**src/rtl/sparse_mac_operand_packer.sv**
```systemverilog
// -----------------------------------------------------------------------------
// sparse_mac_operand_packer
//
// Sits between a compressed operand stream and the MAC array. For every
// compression window it takes one header (bitmask B + mutual bitmask M), then
// consumes ceil(popcount(B)/TRANSFER_SIZE) compressed transfer blocks. Each
// compressed lane is mapped back to its dense position; only clusters whose
// dense position is set in (M & B) survive. Survivors are packed, in order,
// into dense TRANSFER_SIZE-lane beats. Every window ends with exactly one
// beat carrying o_last=1 (possibly with o_count=0).
//
// Ports:
//   clock, resetn        clock (rising edge), asynchronous active-low reset
//   i_mask_valid/ready   header handshake (ready only while idle)
//   i_bitmask            nonzero map of the window, bit d = dense position d
//   i_mutual_bitmask     dense positions to keep
//   i_block_valid/ready  compressed transfer block handshake
//   i_block_data         lane j = bits [j*CLUSTER_BITWIDTH +: CLUSTER_BITWIDTH]
//   o_valid / i_ready    operand beat handshake
//   o_operands           packed clusters, lane 0 first, unused lanes zero
//   o_count              number of valid lanes in the beat
//   o_last               final beat of the window
// -----------------------------------------------------------------------------
module sparse_mac_operand_packer #(
  parameter int TRANSFER_SIZE           = 2,
  parameter int CLUSTER_BITWIDTH        = 16,
  parameter int COMPRESSION_WINDOW_SIZE = 8,
  localparam int COUNT_W                = $clog2(TRANSFER_SIZE + 1)
) (
  input  logic                                         clock,
  input  logic                                         resetn,
  input  logic                                         i_mask_valid,
  output logic                                         i_mask_ready,
  input  logic [COMPRESSION_WINDOW_SIZE-1:0]           i_bitmask,
  input  logic [COMPRESSION_WINDOW_SIZE-1:0]           i_mutual_bitmask,
  input  logic                                         i_block_valid,
  output logic                                         i_block_ready,
  input  logic [TRANSFER_SIZE*CLUSTER_BITWIDTH-1:0]    i_block_data,
  output logic                                         o_valid,
  input  logic                                         i_ready,
  output logic [TRANSFER_SIZE*CLUSTER_BITWIDTH-1:0]    o_operands,
  output logic [COUNT_W-1:0]                           o_count,
  output logic                                         o_last
);

  localparam int TS   = TRANSFER_SIZE;
  localparam int CB   = CLUSTER_BITWIDTH;
  localparam int W    = COMPRESSION_WINDOW_SIZE;
  localparam int DW   = TS * CB;
  localparam int PW   = $clog2(W + 1);        // popcount width
  localparam int NBLK = W / TS;               // max blocks per window
  localparam int KW   = $clog2(NBLK + 1);     // block counter width
  localparam int IW   = $clog2(2 * TS);       // holds 0 .. 2*TS-1 (buffer + kept)

  typedef enum logic [1:0] {
    ST_IDLE   = 2'd0,
    ST_STREAM = 2'd1,
    ST_FLUSH  = 2'd2
  } state_e;

  // Number of set bits in a window map.
  function automatic logic [PW-1:0] popcount(input logic [W-1:0] v);
    logic [PW-1:0] cnt;
    cnt = '0;
    for (int i = 0; i < W; i++) begin
      cnt = cnt + PW'(v[i]);
    end
    return cnt;
  endfunction

  // Keep bit of the dense position holding the (rank+1)-th set bit of b.
  function automatic logic keep_at_rank(input logic [W-1:0] b,
                                        input logic [W-1:0] k,
                                        input int           rank);
    int   seen;
    logic hit;
    seen = 0;
    hit  = 1'b0;
    for (int d = 0; d < W; d++) begin
      if (b[d]) begin
        if (seen == rank) begin
          hit = k[d];
        end else begin
          hit = hit;
        end
        seen = seen + 1;
      end else begin
        seen = seen;
      end
    end
    return hit;
  endfunction

  state_e                 state_q, state_d;
  logic [W-1:0]           bitmask_q, bitmask_d;
  logic [W-1:0]           keep_q, keep_d;
  logic [PW-1:0]          pop_q, pop_d;
  logic [KW-1:0]          nblk_q, nblk_d;
  logic [KW-1:0]          blk_q, blk_d;
  logic [TS-1:0][CB-1:0]  buf_q, buf_d;       // lanes >= buf_cnt_q are kept zero
  logic [IW-1:0]          buf_cnt_q, buf_cnt_d;
  logic                   valid_q, valid_d;
  logic [DW-1:0]          ops_q, ops_d;
  logic [COUNT_W-1:0]     count_q, count_d;
  logic                   last_q, last_d;

  logic [PW-1:0]          hdr_pop_s;
  logic [TS-1:0]          lane_keep_s;
  logic [2*TS-1:0][CB-1:0] merged_s;
  logic [IW-1:0]          wr_idx_s;
  logic [IW-1:0]          total_s;
  logic                   out_free_s;
  logic                   block_ready_s;
  logic                   blk_fire_s;
  logic                   last_blk_s;

  assign hdr_pop_s     = popcount(i_bitmask);
  assign out_free_s    = !valid_q || i_ready;
  assign block_ready_s = (state_q == ST_STREAM) && out_free_s;
  assign blk_fire_s    = i_block_valid && block_ready_s;
  assign last_blk_s    = ((blk_q + KW'(1'b1)) == nblk_q);

  // Decide per compressed lane whether it is in range and survives the keep mask.
  always_comb begin
    lane_keep_s = '0;
    for (int j = 0; j < TS; j++) begin
      if ((int'(blk_q) * TS + j) < int'(pop_q)) begin
        lane_keep_s[j] = keep_at_rank(bitmask_q, keep_q, int'(blk_q) * TS + j);
      end else begin
        lane_keep_s[j] = 1'b0;
      end
    end
  end

  // Append kept lanes after the leftover buffer; total never exceeds 2*TS-1.
  always_comb begin
    merged_s          = '0;
    merged_s[TS-1:0]  = buf_q;
    wr_idx_s          = buf_cnt_q;
    for (int j = 0; j < TS; j++) begin
      if (lane_keep_s[j]) begin
        merged_s[wr_idx_s] = i_block_data[j*CB +: CB];
        wr_idx_s           = wr_idx_s + IW'(1'b1);
      end else begin
        wr_idx_s = wr_idx_s;
      end
    end
    total_s = wr_idx_s;
  end

  // Window framing FSM plus beat/buffer next-state.
  always_comb begin
    state_d   = state_q;
    bitmask_d = bitmask_q;
    keep_d    = keep_q;
    pop_d     = pop_q;
    nblk_d    = nblk_q;
    blk_d     = blk_q;
    buf_d     = buf_q;
    buf_cnt_d = buf_cnt_q;
    ops_d     = ops_q;
    count_d   = count_q;
    last_d    = last_q;
    // A consumed beat drops valid unless a new beat is loaded below.
    if (valid_q && i_ready) begin
      valid_d = 1'b0;
    end else begin
      valid_d = valid_q;
    end

    case (state_q)
      ST_IDLE: begin
        if (i_mask_valid) begin
          bitmask_d = i_bitmask;
          keep_d    = i_bitmask & i_mutual_bitmask;
          pop_d     = hdr_pop_s;
          nblk_d    = KW'((int'(hdr_pop_s) + TS - 1) / TS);
          blk_d     = '0;
          buf_d     = '0;
          buf_cnt_d = '0;
          state_d   = (hdr_pop_s != '0) ? ST_STREAM : ST_FLUSH;
        end else begin
          state_d = ST_IDLE;
        end
      end

      ST_STREAM: begin
        if (blk_fire_s) begin
          blk_d = blk_q + KW'(1'b1);
          if (last_blk_s) begin
            if (total_s <= IW'(TS)) begin
              // Everything fits into the closing beat (count may be 0).
              valid_d   = 1'b1;
              ops_d     = merged_s[TS-1:0];
              count_d   = COUNT_W'(total_s);
              last_d    = 1'b1;
              buf_d     = '0;
              buf_cnt_d = '0;
              state_d   = ST_IDLE;
            end else begin
              // One full beat now, the remainder closes the window in FLUSH.
              valid_d   = 1'b1;
              ops_d     = merged_s[TS-1:0];
              count_d   = COUNT_W'(TS);
              last_d    = 1'b0;
              buf_d     = merged_s[2*TS-1:TS];
              buf_cnt_d = total_s - IW'(TS);
              state_d   = ST_FLUSH;
            end
          end else begin
            if (total_s >= IW'(TS)) begin
              valid_d   = 1'b1;
              ops_d     = merged_s[TS-1:0];
              count_d   = COUNT_W'(TS);
              last_d    = 1'b0;
              buf_d     = merged_s[2*TS-1:TS];
              buf_cnt_d = total_s - IW'(TS);
            end else begin
              buf_d     = merged_s[TS-1:0];
              buf_cnt_d = total_s;
            end
          end
        end else begin
          state_d = ST_STREAM;
        end
      end

      ST_FLUSH: begin
        if (out_free_s) begin
          valid_d   = 1'b1;
          ops_d     = buf_q;
          count_d   = COUNT_W'(buf_cnt_q);
          last_d    = 1'b1;
          buf_d     = '0;
          buf_cnt_d = '0;
          state_d   = ST_IDLE;
        end else begin
          state_d = ST_FLUSH;
        end
      end

      default: begin
        state_d = ST_IDLE;
      end
    endcase
  end

  // State, window context, leftover buffer and output beat registers.
  always_ff @(posedge clock or negedge resetn) begin
    if (!resetn) begin
      state_q   <= ST_IDLE;
      bitmask_q <= '0;
      keep_q    <= '0;
      pop_q     <= '0;
      nblk_q    <= '0;
      blk_q     <= '0;
      buf_q     <= '0;
      buf_cnt_q <= '0;
      valid_q   <= 1'b0;
      ops_q     <= '0;
      count_q   <= '0;
      last_q    <= 1'b0;
    end else begin
      state_q   <= state_d;
      bitmask_q <= bitmask_d;
      keep_q    <= keep_d;
      pop_q     <= pop_d;
      nblk_q    <= nblk_d;
      blk_q     <= blk_d;
      buf_q     <= buf_d;
      buf_cnt_q <= buf_cnt_d;
      valid_q   <= valid_d;
      ops_q     <= ops_d;
      count_q   <= count_d;
      last_q    <= last_d;
    end
  end

  assign i_mask_ready  = (state_q == ST_IDLE);
  assign i_block_ready = block_ready_s;
  assign o_valid       = valid_q;
  assign o_operands    = ops_q;
  assign o_count       = count_q;
  assign o_last        = last_q;

endmodule

```
**config.mk**
```make
export PLATFORM = sky130hd
export DESIGN_NAME = sparse_mac_operand_packer
export DESIGN_NICKNAME = d
export VERILOG_FILES = /design/src/rtl/sparse_mac_operand_packer.sv
export SDC_FILE = /design/constraint.sdc
export NUM_CORES = 1
export LEC_CHECK = 0
export ABC_AREA = 1
export CAP_MARGIN = 10
export CORE_UTILIZATION = 30
export DETAILED_ROUTE_END_ITERATION = 10
export PLACE_DENSITY = 0.47
export SLEW_MARGIN = 15
export SYNTH_ARGS = -nofsm -noshare
export SYNTH_HDL_FRONTEND = slang
export SYNTH_SLANG_ARGS = --single-unit
```
**constraint.sdc**
```tcl
create_clock -name clock -period 11.4 [get_ports clock]
set_clock_uncertainty 0.1 [all_clocks]
set_input_delay 2.28 -clock clock [delete_from_list [all_inputs] [get_ports clock]]
set_output_delay 2.28 -clock clock [all_outputs]
set_load 0.02 [all_outputs]
```
==> impl_metrics.tcl <==
set metrics [dict create \
    setup_violations 0 \
    post_cts_buffers 0 \
    dr.max_layer_used "met4" \
    path_class "flop to flop" \
    drtIter0Drc 464 \
    finalCriticalPeriod_ns 6.92 \
    synth_cells 1191 \
    seq_area_frac_synth_pct 33.0 \
    dieArea_sq_um 25400 \
    cts-root-buf "clkbuf_16" \
    io_pins 91 \
    drt-met1-wl_um 11100 \
    fin_crit_sh_pct 60.7 \
    hold_path_class "flop to flop" \
    hpwl_um 16600 \
    core_sq_um 24300 \
    fmax_mhz 145 \
    post_drt_wl_per_cell_um 14.8 \
    grt_pass1_vias 7339 \
    yosys.area.top_type "dfrtp_1" \
    synth.most_common_cell "nand2_1" \
    seq_area_sq_um 2450 \
    synth_seq_cells 98 \
    wl_met3_um 900 \
    status "finished clean" \
    crit_arrival_ns 7.04 \
    area_growth_pct 18.3 \
    die_y_um 159 \
    synthArstFlopShare_pct 100 \
    clk_latency_ns 0.36 \
    crit_buf_inv 5 \
    grt_max_degree 70 \
    cts_tree "yes" \
    row_count 57 \
    nNetsFinal 1335 \
    cts_resized 0 \
    synth.area.top_cells "dfrtp_1 (33%), nand2_1 (29%), nand3_1 (7.8%)" \
    wl_met2_um 11000 \
    path_common_cell "nand2_1" \
    grt_antenna_before_repair 0 \
    multi_input_area_sq_um 4340 \
    cp.required_ns 11.52 \
    port_buffers 90 \
    slew_headroom_pct 36.1 \
    clock_sinks 98 \
    worstMarginPinSlew_ns 0.958 \
    slowest_stage "nand3_4" \
    routed_via_density 4.77 \
    start_kind "flop" \
    synth_top_cell_area_share_pct 33.0 \
    syn-cell-area_sq_um 7440 \
    clk_pin_slew_ns 0.08 \
    die_x_um 159 \
    rsz0062_at_grt "false" \
    place.gp.congestion 0.836 \
    hold_viol 0 \
    crit_family "simple AND/OR/NAND/NOR gates" \
    grt.overflow.total 0 \
    drive_gt1_share_pct 3.99 \
    nFillCells 2706 \
    synth.distinct_cells 34 \
    syn_nets 1278 \
    wl_um 23300 \
    crit_fanout 64 \
    avgSynthCellArea_sq_um 6.25 \
    synth_ff_type "dfrtp_1" \
    drt_first_pass_iters 5 \
    rrSetupSlack_ns 4.48 \
    tns_ns 0 \
    ant_nets 0 \
    drc 0 \
    grt_pass1_wl_um 39000 \
    start_util_pct 30.6 \
    htree_levels 3 \
    finalMaxSlewViolations 0 \
    synth_edf_count 0 \
    cts_buffer_depth 2 \
    cts_hold_buf 0 \
    end_kind "flop" \
    grt_usage_pct 19.1 \
    antenna_cells 0 \
    maxCapViolCount 0 \
    ys_warn_count 0 \
    max_stage_delay_ns 0.56 \
    cts_buffers 9 \
    vias 7525 \
    ys_top_cells_by_count "nand2_1 (583), nand3_1 (116), dfrtp_1 (98)" \
]
==> area by class of cell <==
cell class	instances	share of cell area, %
sequential	98	27.9
clock inverter	6	0.483
timing repair buffer	94	10.5
clock buffer	10	2.60
inverter	107	4.56
multi-input combinational	938	49.3
tap	324	4.60
==> cells in the final DEF (no fill, tap or decap), drive strengths merged, types with 4 or more instances in the layout <==
cell type and n:
inv 108, clkdlybuf4s50 89, or2 4, buf 5
nor2 39, fa 4, nor3 7, xnor2 5
ha 30, nand4 11, nand3 122, nand2 585
o21ai 111, a21oi 8, dfrtp 98, clkbuf 10
==> tightest hold or removal path, delay by kind of cell, from the launching register on <==
kind          cells  cell delay [ns]
flops             1             0.35
simple gates      2             0.10
==> routing by layer <==
layer / vias up / track usage (%)
li1: 3861 / -
met1: 3471 / 25.5
met2: 176 / 32.6
met3: 17 / 2.66
met4: 0 / 4.46
met5: - / 0
==> worst paths after layout <==
kind | from | to | cells past startpoint
min | o_operands[28]$_DFFE_PN0P_ | o_operands[28]$_DFFE_PN0P_ | 2
min reg2reg | o_operands[28]$_DFFE_PN0P_ | o_operands[28]$_DFFE_PN0P_ | 2
min in group asynchronous | resetn | keep_q[4]$_DFFE_PN0P_ | 1
max | bitmask_q[0]$_DFFE_PN0P_ | o_last$_DFFE_PN0P_ | 34
max reg2reg | bitmask_q[0]$_DFFE_PN0P_ | o_last$_DFFE_PN0P_ | 34
max in group asynchronous | resetn | buf_q[1]$_DFFE_PN0P_ | 2
==> flip-flops by register name (all words and copies together), names as in the netlist <==
name / cells
o_valid: 1
o_operands: 32
state_q: 2
o_last: 1
buf_q: 32
buf_cnt_q: 2
keep_q: 8
pop_q: 4
blk_q: 3
bitmask_q: 8
o_count: 2
nblk_q: 3
==> through the flow <==
step | area [sq um] | hold slack, ns | setup slack, ns | utilization (%) | std cells
2_1_floorplan | 7440 | 0.353 | 6.11 | - | 1191
3_3_place_gp | 8530 | 0.362 | 4.63 | 35.1 | 1561
3_5_place_dp | 8530 | 0.366 | 4.48 | 35.1 | 1561
4_1_cts | 8800 | 0.386 | 4.46 | 36.2 | 1577
5_1_grt | 8800 | 0.396 | 3.73 | 36.2 | 1577
6_report | 8800 | 0.379 | 4.48 | 36.2 | 1577
==> logic make-up after synthesis <==
group           count (synthesis)  share of synthesized area, %
xor+xnor                        8                         0.942
flops                          98                          33.0
fa+ha+maj                      34                          6.12
buf+inv                       155                          8.68
compound gates                128                          8.96
simple gates                  768                          42.3
Power is left out: the tool's default activity adds up to more than one toggle a clock period on the data nets, which glitch-free logic cannot reach.
